### src/rtl/dec_input_seq_pkg.sv
// Shared controller constants for the serial unlock sequencer: FSM encoding,
// index width and a busy-state helper.
package dec_input_seq_pkg;

  typedef enum logic [1:0] {
    ST_IDLE     = 2'd0,
    ST_MATCH    = 2'd1,
    ST_MODE_CAP = 2'd2,
    ST_ACTIVE   = 2'd3
  } ctl_state_e;

  // Wide enough for indices up to 16 (max of KEY_LEN and MODE_BITS).
  localparam int IDX_W = 5;

  function automatic logic is_busy(input ctl_state_e s);
    return (s == ST_MATCH) || (s == ST_MODE_CAP);
  endfunction

endpackage

### src/rtl/dec_input_seq_timeout.sv
// Idle-cycle watchdog: counts enabled cycles since the last clear and flags
// the cycle on which the count reaches TIMEOUT. TIMEOUT=0 never expires.
module seq_timeout #(
  parameter int TIMEOUT = 16
) (
  input  logic clk,
  input  logic reset,
  input  logic clr,
  input  logic en,
  output logic expired
);

  localparam int CW = (TIMEOUT > 0) ? $clog2(TIMEOUT + 1) : 1;
  localparam logic [CW-1:0] LAST = CW'((TIMEOUT > 0) ? TIMEOUT - 1 : 0);

  logic [CW-1:0] cnt_q, cnt_d;

  // Combinational so the FSM leaves on the same edge the count reaches TIMEOUT.
  assign expired = (TIMEOUT > 0) && en && !clr && (cnt_q == LAST);

  always_comb begin
    cnt_d = cnt_q;
    if (clr || expired) cnt_d = '0;
    else if (en)        cnt_d = cnt_q + CW'(1);
  end

  always_ff @(posedge clk or negedge reset) begin
    if (!reset) cnt_q <= '0;
    else        cnt_q <= cnt_d;
  end

endmodule

### src/rtl/dec_input_seq.sv
// Serial unlock sequencer: matches KEY_PATTERN MSB-first, captures MODE_BITS
// mode bits, then stays ACTIVE until clear/reset. All outputs registered.
module dec_input_seq
  import dec_input_seq_pkg::*;
#(
  parameter int                 KEY_LEN     = 4,
  parameter logic [KEY_LEN-1:0] KEY_PATTERN = 4'b1010,
  parameter int                 MODE_BITS   = 1,
  parameter int                 TIMEOUT     = 16
) (
  input  logic                 clk,
  input  logic                 reset,
  input  logic                 input_key,
  input  logic                 valid_cmd,
  input  logic                 clear,
  output logic                 active,
  output logic [MODE_BITS-1:0] mode,
  output logic                 busy,
  output logic                 err,
  output logic                 done
);

  ctl_state_e           state_q, state_d;
  logic [IDX_W-1:0]     idx_q, idx_d;
  logic [MODE_BITS-1:0] mreg_q, mreg_d;
  logic                 active_q, active_d;
  logic                 busy_q, busy_d;
  logic                 err_q, err_d;
  logic                 done_q, done_d;
  logic [MODE_BITS-1:0] mode_q, mode_d;

  logic                 accept;
  logic                 abort;
  logic                 expired;
  logic [KEY_LEN-1:0]   pat_sh;

  assign accept = valid_cmd && !clear;

  seq_timeout #(.TIMEOUT(TIMEOUT)) u_timeout (
    .clk     (clk),
    .reset   (reset),
    .clr     (!is_busy(state_q) || valid_cmd || clear),
    .en      (is_busy(state_q)),
    .expired (expired)
  );

  always_ff @(posedge clk or negedge reset) begin
    if (!reset) begin
      state_q  <= ST_IDLE;
      idx_q    <= '0;
      mreg_q   <= '0;
      active_q <= 1'b0;
      busy_q   <= 1'b0;
      err_q    <= 1'b0;
      done_q   <= 1'b0;
      mode_q   <= '0;
    end else begin
      state_q  <= state_d;
      idx_q    <= idx_d;
      mreg_q   <= mreg_d;
      active_q <= active_d;
      busy_q   <= busy_d;
      err_q    <= err_d;
      done_q   <= done_d;
      mode_q   <= mode_d;
    end
  end

  always_comb begin
    state_d = state_q;
    idx_d   = idx_q;
    mreg_d  = mreg_q;
    abort   = 1'b0;
    // Expected key sits at the MSB after shifting out the bits already matched.
    pat_sh  = KEY_PATTERN << idx_q;
    if (clear) begin
      state_d = ST_IDLE;
      idx_d   = '0;
      mreg_d  = '0;
      abort   = is_busy(state_q);
    end else if (expired) begin
      state_d = ST_IDLE;
      idx_d   = '0;
      mreg_d  = '0;
      abort   = 1'b1;
    end else if (accept) begin
      case (state_q)
        ST_IDLE, ST_MATCH: begin
          if (input_key == pat_sh[KEY_LEN-1]) begin
            if (idx_q == IDX_W'(KEY_LEN - 1)) begin
              state_d = ST_MODE_CAP;
              idx_d   = '0;
              mreg_d  = '0;
            end else begin
              state_d = ST_MATCH;
              idx_d   = idx_q + IDX_W'(1);
            end
          end else if (state_q == ST_MATCH) begin
            abort = 1'b1;
            // A mismatching key may itself be the start of a new attempt.
            if (input_key == KEY_PATTERN[KEY_LEN-1]) begin
              state_d = ST_MATCH;
              idx_d   = IDX_W'(1);
            end else begin
              state_d = ST_IDLE;
              idx_d   = '0;
            end
          end
        end
        ST_MODE_CAP: begin
          mreg_d    = mreg_q << 1;
          mreg_d[0] = input_key;
          if (idx_q == IDX_W'(MODE_BITS - 1)) begin
            state_d = ST_ACTIVE;
            idx_d   = '0;
          end else begin
            idx_d = idx_q + IDX_W'(1);
          end
        end
        default: ;
      endcase
    end
  end

  always_comb begin
    active_d = (state_d == ST_ACTIVE);
    busy_d   = is_busy(state_d);
    err_d    = abort;
    done_d   = active_d && (state_q != ST_ACTIVE);
    mode_d   = active_d ? mreg_d : '0;
  end

  assign active = active_q;
  assign busy   = busy_q;
  assign err    = err_q;
  assign done   = done_q;
  assign mode   = mode_q;

endmodule

### config.mk
export PLATFORM = sky130hd
export DESIGN_NAME = dec_input_seq
export DESIGN_NICKNAME = d
export VERILOG_FILES = /design/src/rtl/dec_input_seq_pkg.sv /design/src/rtl/dec_input_seq_timeout.sv /design/src/rtl/dec_input_seq.sv
export SDC_FILE = /design/constraint.sdc
export NUM_CORES = 1
export LEC_CHECK = 0
export ABC_AREA = 1
export CORE_MARGIN = 1.5
export CORE_UTILIZATION = 50
export DETAILED_ROUTE_END_ITERATION = 8
export HOLD_SLACK_MARGIN = 0.03
export PLACE_DENSITY_LB_ADDON = 0.25
export SETUP_SLACK_MARGIN = 0.4
export SLEW_MARGIN = 20
export SYNTH_ARGS = -nofsm -noshare
export SYNTH_HDL_FRONTEND = slang
export SYNTH_SLANG_ARGS = --single-unit
### constraint.sdc
create_clock -name clk -period 1.8 [get_ports clk]
set_input_delay 0.18 -clock clk [delete_from_list [all_inputs] [get_ports clk]]
set_output_delay 0.18 -clock clk [all_outputs]
set_load 0.005 [all_outputs]
Word level (Yosys, flattened, before mapping)
Cells that the tools add are included.
Word-level totals
  input port bits: 5
  output and inout bits: 5
  register bits after elaboration: 18
  word-level logic and storage cells: 74
Operators by class
  add/sub/neg operators: 2
  equal/unequal tests: 10
  shifts and indexed selects: 1
  multiplexer cells: 33
  reduce and logical (&&, ||, !) cells: 19
Operators by type and width (count)
  5-bit two-way mux: 9
  1-bit two-way mux: 14
  2-bit two-way mux: 7
  5-bit by 1-bit adder with 5-bit output (second input constant): 2
  5-bit one-hot mux with 2 select lines: 1
  2-bit == test (second input constant): 3
  5-bit by 2-bit == test with 1-bit output (second input constant): 1
  5-bit by 4-bit == test with 1-bit output (second input constant): 1
  5-bit logical NOT: 1
  1-bit logical OR: 5
  5-bit by 4-bit != test with 1-bit output (second input constant): 1
  4-bit by 5-bit << shifter with 4-bit output (first input constant): 1
  2-bit by 1-bit == test with 1-bit output (second input constant): 2
  1-bit logical AND: 4
  2-bit one-hot mux with 2 select lines: 1
  4-bit nonzero test: 1
  1-bit logical NOT: 3
  3-bit AND reduction: 1
  3-bit nonzero test: 1
  2-bit logical NOT: 1
  2-bit != test (second input constant): 1
  1-bit one-hot mux with 2 select lines: 1
  2-bit nonzero test: 1
  2-bit OR reduction: 1
  1-bit == test: 1

Longest topological paths before layout
Gate-level depths: netlist of the first run.
  depth after elaboration: 12
  depth in mapped cells: 12
  mapped depth without buffers: 12

Hierarchy
A second synthesis of the first run with hierarchy kept.
Second synthesis, totals
  cell total of the unflattened synthesis: 143
  area total of the unflattened synthesis: 1204.9 um^2
By module, submodules not included
  dec_input_seq: seq. area each 325.3 um^2, cells an instance 108, times used 1, area each 894.6 um^2
  seq_timeout: seq. area each 125.1 um^2, cells an instance 35, times used 1, area each 310.3 um^2

Worst setup path after synthesis of the first run
OpenSTA, ideal clock, no wires.
  kind: reg-to-reg
  from: register u_timeout.cnt_q[0]
  to: register mode_q, in the netlist mode
  path buffers: 0
  cell stages (with the launch flop): 13
  period minus slack after synthesis: 1.801 ns
  data arrival time: 1.730 ns
  path slack: -0.001 ns
  data required time: 1.729 ns
  library setup time: 0.071 ns
  path through: dfrtp_1 > ha_1 > nand2_1 > nor2_1 > ha_1 > nand3_1 > nand2_1 > inv_1 > o21ai_0 > a31oi_1 > ha_1 > inv_1 > nor2_1
Between the ends
  cells in the longest elaborated chain, start to end: 6
  elaborated cells between the ends (all ways): 8
  those cells by class: eq/ne (2); mux (5); reduce/logical (1)
Ends and longest elaborated chain
  start: declaration: line dec_input_seq_timeout.sv:16  | logic [CW-1:0] cnt_q, cnt_d;
  start signal: assignment: line dec_input_seq_timeout.sv:29  | else cnt_q <= cnt_d;
  5-bit by 4-bit == test with 1-bit output: line dec_input_seq_timeout.sv:19  | assign expired = (TIMEOUT > 0) && en && !clr && (cnt_q == LAST);
  1-bit logical AND: line dec_input_seq_timeout.sv:19
  2-bit two-way mux: line dec_input_seq.sv:81  | end else if (expired) begin
  2-bit two-way mux: line dec_input_seq.sv:76  | if (clear) begin
  net state_d[0]: line dec_input_seq.sv:23  | ctl_state_e state_q, state_d;
  2-bit == test: line dec_input_seq.sv:126  | active_d = (state_d == ST_ACTIVE);
  net active_d: line dec_input_seq.sv:26  | logic active_q, active_d;
  1-bit two-way mux: line dec_input_seq.sv:130  | mode_d = active_d ? mreg_d : '0;
  net mode_d: line dec_input_seq.sv:30  | logic [MODE_BITS-1:0] mode_q, mode_d;
  end signal: assignment: line dec_input_seq.sv:65  | mode_q <= mode_d;
  end: declaration: line dec_input_seq.sv:30
The timed path passes the listed nets, and every way through them passes these cells.
A chain may end at the register's enable or synchronous reset.

Worst setup path after layout of the first run
  from: register state_q[1]
  to: register done_q, in the netlist done
Between the ends
  cells in the longest elaborated chain, start to end: 12
  elaborated cells between the ends (all ways): 21
  those cells by class: eq/ne (4); mux (7); reduce/logical (10)
Ends and longest elaborated chain
  start: declaration: line dec_input_seq.sv:23
  start signal: assignment: line dec_input_seq.sv:58  | state_q <= state_d;
  branches (longest 8 deep; another with 2-bit by 1-bit == test with 1-bit output)
  2-bit two-way mux (*): line dec_input_seq.sv:81
  2-bit two-way mux (*): line dec_input_seq.sv:76
  net state_d[0]: line dec_input_seq.sv:23
  2-bit == test (*): line dec_input_seq.sv:126
  net active_d: line dec_input_seq.sv:26
  1-bit logical AND (*): line dec_input_seq.sv:129  | done_d = active_d && (state_q != ST_ACTIVE);
  net done_d: line dec_input_seq.sv:29  | logic done_q, done_d;
  end signal: assignment: line dec_input_seq.sv:64  | done_q <= done_d;
  end: declaration: line dec_input_seq.sv:29
Mark *: on every way through the listed nets, which the timed path passes.

==> impl_metrics.ini, run 1 <==
[routing]
drc_errors = 0
via_per_inst = 5.49
post_drt_wl_per_cell_um = 16.1
firstDrtPassIters = 4
drt_wl_total_mm = 3.14
first_iter_violations = 31
ant_nets = 0
vias = 1070

[final_layout]
drive_gt1_share_pct = 44.6
finalNetCount = 184
num_antenna_cells = 0
final_cell_mix = nand2_1, buf_4, dfrtp_1
final_cells = 195
synthToLayoutAreaGrowth_pct = 49.8

[logic_synthesis]
synth_cells = 131
synth_top_family_by_area = simple AND/OR/NAND/NOR gates
synth_mux_area_share_pct = 0
synthSimpleGateAreaFrac_pct = 31.2
synth-compound-area-share_pct = 6.94
synth.distinct_cells = 23
yosys_warnings = 0
synth_fa_ha_area_share_pct = 11.6
ys_seq_area_share_pct = 41.7
syn_avg_cell_area_um2 = 8.25
synthXorXnorAreaFrac_pct = 2.43
syn_area_um2 = 1080
synth-seq-cells = 18
syn_nets = 146

[clocking]
ctsHtreeMaxLevel = 1
cts_buffers = 3
clockBufferDepth = 2
root_buffer = clkbuf_4
ctsHoldBuffers = 0
path_clk_slew_ps = 110
clock-sinks = 18
clkLatencyLatePin_ps = 290
tritoncts = yes

[placed_design]
gp_routability_congestion = 0.794
hpwl_mm = 1.84
port_buffers = 9
placed_cells = 181
dp_slack_ps = -92.9

[power]
power_density_nw_per_um2 = 555
p_leak_nw = 0.750
vdd_drop_max_v = 0.000614

[critical_path]
critical_path_required_ps = 2020
cp_max_fo = 5
rr_worst_depth = 9
cp-end-kind = flip-flop
critical_path_class = flip-flop to flip-flop
startpoint_type = flip-flop
worstPathArrival_ps = 2020

[global_routing]
grt_pass1_wl_mm = 4.34
overflow = 0
grt_pass1_vias = 991
grt_usage_pct = 23.4
grt_max_degree = 19
grt_antenna_before_repair = 0

[timing]
period_share_pct = 99.7
final.min_clock_period_ps = 1790
slew_viol_final = 0
fin_skew_ps = 2.01
final_hold_viol_count = 0
fmaxAchievable_ghz = 0.557
finalSetupViolCount = 0
max_slew_margin_pct = 81.8
grt_setup_unrepaired = yes
tightest_slew_ps = 272
setup_ws_ps = 5.13

[floorplanning]
start_util_pct = 54.0
die_w_um = 49.5
die_area_um2 = 2450
pin_count = 10
core_um2 = 2000
die_y_um = 49.5
std_cell_rows = 16

[flow_run]
drv_cap = 0

[worst_hold_path]
worst_hold_path_type = input port to asynchronous set/reset pin

[status]
status = finished, final reports clean
-- metal layers --
layer,track usage (%),share of wire (%),vias up
met4,7.41,4.0,0
met5,0,0,-
met1,29.1,42,519
li1,-,-,499
met2,42.8,51,39
met3,2.12,3.3,13
-- cells in the mapped netlist --
| cell type | n | area (um2) |
|---|---|---|
| nand2_1 | 29 | 109 |
| dfrtp_1 | 18 | 450 |
| nor2_1 | 18 | 67.6 |
| inv_1 | 16 | 60.1 |
| ha_1 | 10 | 125 |
| nand3_1 | 10 | 50.1 |
| a21oi_1 | 4 | 20.0 |
| o21ai_1 | 4 | 20.0 |
| nand2_4 | 3 | 33.8 |
| o21ai_0 | 3 | 15.0 |
| nand3_2 | 2 | 20.0 |
| nand3b_1 | 2 | 15.0 |
| xor2_1 | 2 | 17.5 |
| a31oi_1 | 1 | 6.26 |
| inv_4 | 1 | 6.26 |
| nand2_2 | 1 | 6.26 |
| nand3_4 | 1 | 17.5 |
| nor2_2 | 1 | 6.26 |
| nor3_1 | 1 | 5.00 |
| nor3b_1 | 1 | 7.51 |
| o211ai_1 | 1 | 7.51 |
| o22ai_1 | 1 | 6.26 |
| xnor2_1 | 1 | 8.76 |
-- worst paths after layout --
path                                                startpoint                        endpoint  slack, ps
worst max-delay path                      state_q[1]$_DFF_PN0_                  done$_DFF_PN0_          5
max in group asynchronous                                reset            idx_q[0]$_DFFE_PN0P_       1370
worst min register to register  u_timeout.cnt_q[0]$_DFFE_PN0P_  u_timeout.cnt_q[0]$_DFFE_PN0P_        530
worst min-delay path                                     reset            state_q[0]$_DFF_PN0_        220
worst max register to register            state_q[1]$_DFF_PN0_                  done$_DFF_PN0_          5
min in group clk                u_timeout.cnt_q[0]$_DFFE_PN0P_  u_timeout.cnt_q[0]$_DFFE_PN0P_        530
-- where the power goes --
| part | internal (W) | switching (W) | total, W |
|---|---|---|---|
| Sequential | 0.000415 | 0.0000104 | 0.000425 |
| Combinational | 0.0000912 | 0.000128 | 0.000219 |
| Clock | 0.000123 | 0.000131 | 0.000254 |
| Total | 0.000630 | 0.000269 | 0.000898 |
-- critical path, cell delays in order, from the launching register on --
cell	delay [ps]
dfrtp_1	430
inv_1	150
ha_2	240
nor2_1	70
inv_1	90
nand3_1	170
a31oi_4	240
ha_4	170
inv_2	40
nor2_1	120
-- registers in the layout (all words and copies together) (netlist names) --
signal / count
err: 1
mode: 1
idx_q: 5
done: 1
state_q: 2
active: 1
mreg_q: 1
u_timeout.cnt_q: 5
busy: 1
-- timing repair --
item / in CTS / in global routing
pin swaps: 8 / 10
gates resized for setup: 12 / 34
endpoints found under the setup margin: 18 / 18
buffers inserted: 6 / 4
-- layout make-up --
class | instances | area (um2)
repair buffers | 33 | 282
clock buffers | 4 | 36.3
well taps | 27 | 33.8
fillers | 117 | 383
inverters | 17 | 71.3
flip-flops and latches | 18 | 453
multi-input cells | 96 | 743
-- cells by family after synthesis --
logic type      count (synthesis)
simple gates                   69
flops                          18
buf+inv                        17
compound gates                 14
fa+ha+maj                      10
xor+xnor                        3
-- per-stage QoR --
step	total power, W	hold slack [ps]	cell area, um2	util, %	TNS (ps)
floorplan	0.000523	-116	1110	-	0
global placement	0.000586	514	1340	66.8	0
detailed placement	0.000593	519	1340	66.8	-214
CTS	0.000863	205	1460	73.1	0
global route	0.000934	227	1620	80.9	-173
finish	0.000898	217	1620	80.9	0
Note: power is estimated with default switching activity, not from simulation.
==> run 2, diff against run 1 <==
PLACE_DENSITY = 0.76   (was not set)
PLACE_DENSITY_LB_ADDON = not set   (was 0.25)
clock period = 2.08 ns   (was 1.8 ns; I/O delays follow)
==> run 2 against run 1 <==
Compared with the run above:
- largest power group unchanged
- clock power is 15% lower
- first-iteration DRC count decreased by 23%
- power shrank 20%
- worst hold slack improved by 14 ps
- cell count fell by 5.6%
- critical endpoint is now mode$_DFF_PN0_
- worst setup slack gained 280 ps
==> impl_metrics.ini, run 2 (synthesis results as in run 1) <==
[status]
status = finished, final reports clean

[timing]
slew_viol_final = 0
fmaxAchievable_ghz = 0.558
whs_ps = 231
grt_setup_unrepaired = yes
finalSetupViolCount = 0
fin_skew_ps = 5.61
max_slew_margin_pct = 82.1
period_share_pct = 86.1
setup_ws_ps = 289
tns_ps = 0
tightest_slew_ps = 268
final_hold_viol_count = 0
final.min_clock_period_ps = 1790

[critical_path]
crit_top_cell = ha_2
cp_cell_sequence = ha_2 -> nor3_1 -> buf_4 -> o21ai_1 -> a21oi_2 -> ha_2 -> inv_2 -> nor2_1
cp-end-kind = flip-flop
crit_slowest_cell = dfrtp_2
slowest_delay_ps = 460
cp_max_fo = 5
critical_path_required_ps = 2310
startpoint_type = flip-flop
critical_path_class = flip-flop to flip-flop
rr_worst_depth = 8
worstPathArrival_ps = 2020

[routing]
ant_nets = 0
firstDrtPassIters = 4
drt_wl_total_mm = 2.36
vias = 951
via_per_inst = 5.17
post_drt_wl_per_cell_um = 12.8
drc_errors = 0
first_iter_violations = 24

[floorplanning]
die_w_um = 49.5
std_cell_rows = 16
die_y_um = 49.5
die_area_um2 = 2450
start_util_pct = 54.0
core_um2 = 2000
pin_count = 10

[placed_design]
gp_routability_congestion = 0.832
hpwl_mm = 1.69
dp_slack_ps = 117
placed_cells = 169
port_buffers = 9

[clocking]
path_clk_slew_ps = 110
cts_buffers = 3
tritoncts = yes
clkLatencyLatePin_ps = 290
clockBufferDepth = 2
clock-sinks = 18
root_buffer = clkbuf_4
ctsHoldBuffers = 0
ctsHtreeMaxLevel = 1

[final_layout]
final_cells = 184
final_cell_mix = nand2_1, dfrtp_1, nor2_1
largestRegisters = idx_q x5, u_timeout.cnt_q x5, state_q x2
finalNetCount = 173
n_fill_cell = 157
layout_commonest_cell = nand2_1
num_antenna_cells = 0
drive_gt1_share_pct = 29.9
synthToLayoutAreaGrowth_pct = 30.2

[worst_hold_path]
worst_hold_path_type = input port to asynchronous set/reset pin

[global_routing]
grt_use_met2_pct = 36.7
grt_most_used_layer = met2
use_met3_pct = 1.82
grt_usage_pct = 20.9
met1_usage_pct = 27.8
overflow = 0
grt_max_degree = 19
grt_pass1_wl_mm = 4.02
grt_antenna_before_repair = 0
grt_pass1_vias = 931

[power]
vdd_drop_max_v = 0.000404
p_leak_nw = 0.657
p_total_w = 0.000721
power_density_nw_per_um2 = 512

[flow_run]
drv_cap = 0
==> run 2: path summary, 6_finish.rpt <==
path                                                 from                        endpoint  slack [ps]
setup / recovery                     state_q[0]$_DFF_PN0_                  mode$_DFF_PN0_         290
hold / removal                                      reset                active$_DFF_PN0_         230
hold reg to reg            u_timeout.cnt_q[0]$_DFFE_PN0P_  u_timeout.cnt_q[0]$_DFFE_PN0P_         540
setup reg to reg                     state_q[0]$_DFF_PN0_                  mode$_DFF_PN0_         290
min in group clk                                valid_cmd                   err$_DFF_PN0_         540
max in group asynchronous                           reset            idx_q[2]$_DFFE_PN0P_        1630
==> run 2: stage by stage <==
stage	util [%]	instance area (um2)
6_report	70.3	1410
5_1_grt	70.3	1410
4_1_cts	68.0	1360
3_5_place_dp	62.3	1250
3_3_place_gp	62.3	1250
2_1_floorplan	-	1110
==> run 2: timing repair <==
| item | CTS | global route |
|---|---|---|
| buffers inserted | 8 | 3 |
| gates resized for setup | 7 | 9 |
| endpoints found under the setup margin | 4 | 13 |
| pin swaps | 6 | 8 |
==> run 2: layout make-up <==
type	instances	area, um2	share of cell area (%)
clock buffer	4	36.3	2.58
multi-input combinational	96	627	44.5
inverter	17	66.3	4.71
sequential	18	453	32.2
timing repair buffer	22	191	13.6
tap	27	33.8	2.40
==> run 2: power breakdown <==
group,total (W),internal [W],switching (W),leakage [nW]
registers,0.000367,0.000359,0.00000841,0.244
logic,0.000139,0.0000566,0.0000822,0.392
clock network,0.000215,0.000107,0.000109,0.0210
==> run 2: metal layers <==
layer | share of wire (%) | up-vias
li1 | - | 475
met1 | 44 | 440
met2 | 51 | 34
met3 | 4.1 | 2
met4 | 0.76 | 0
met5 | 0 | -
==> run 2: worst max-delay path: cells and delay by family, from the launching register on <==
| kind | cells | cell delay [ps] |
|---|---|---|
| DFF | 1 | 460 |
| adders and majority gates | 2 | 420 |
| and+or+nand+nor | 2 | 340 |
| AOI/OAI and AO/OA | 2 | 280 |
| buffers and inverters | 2 | 230 |
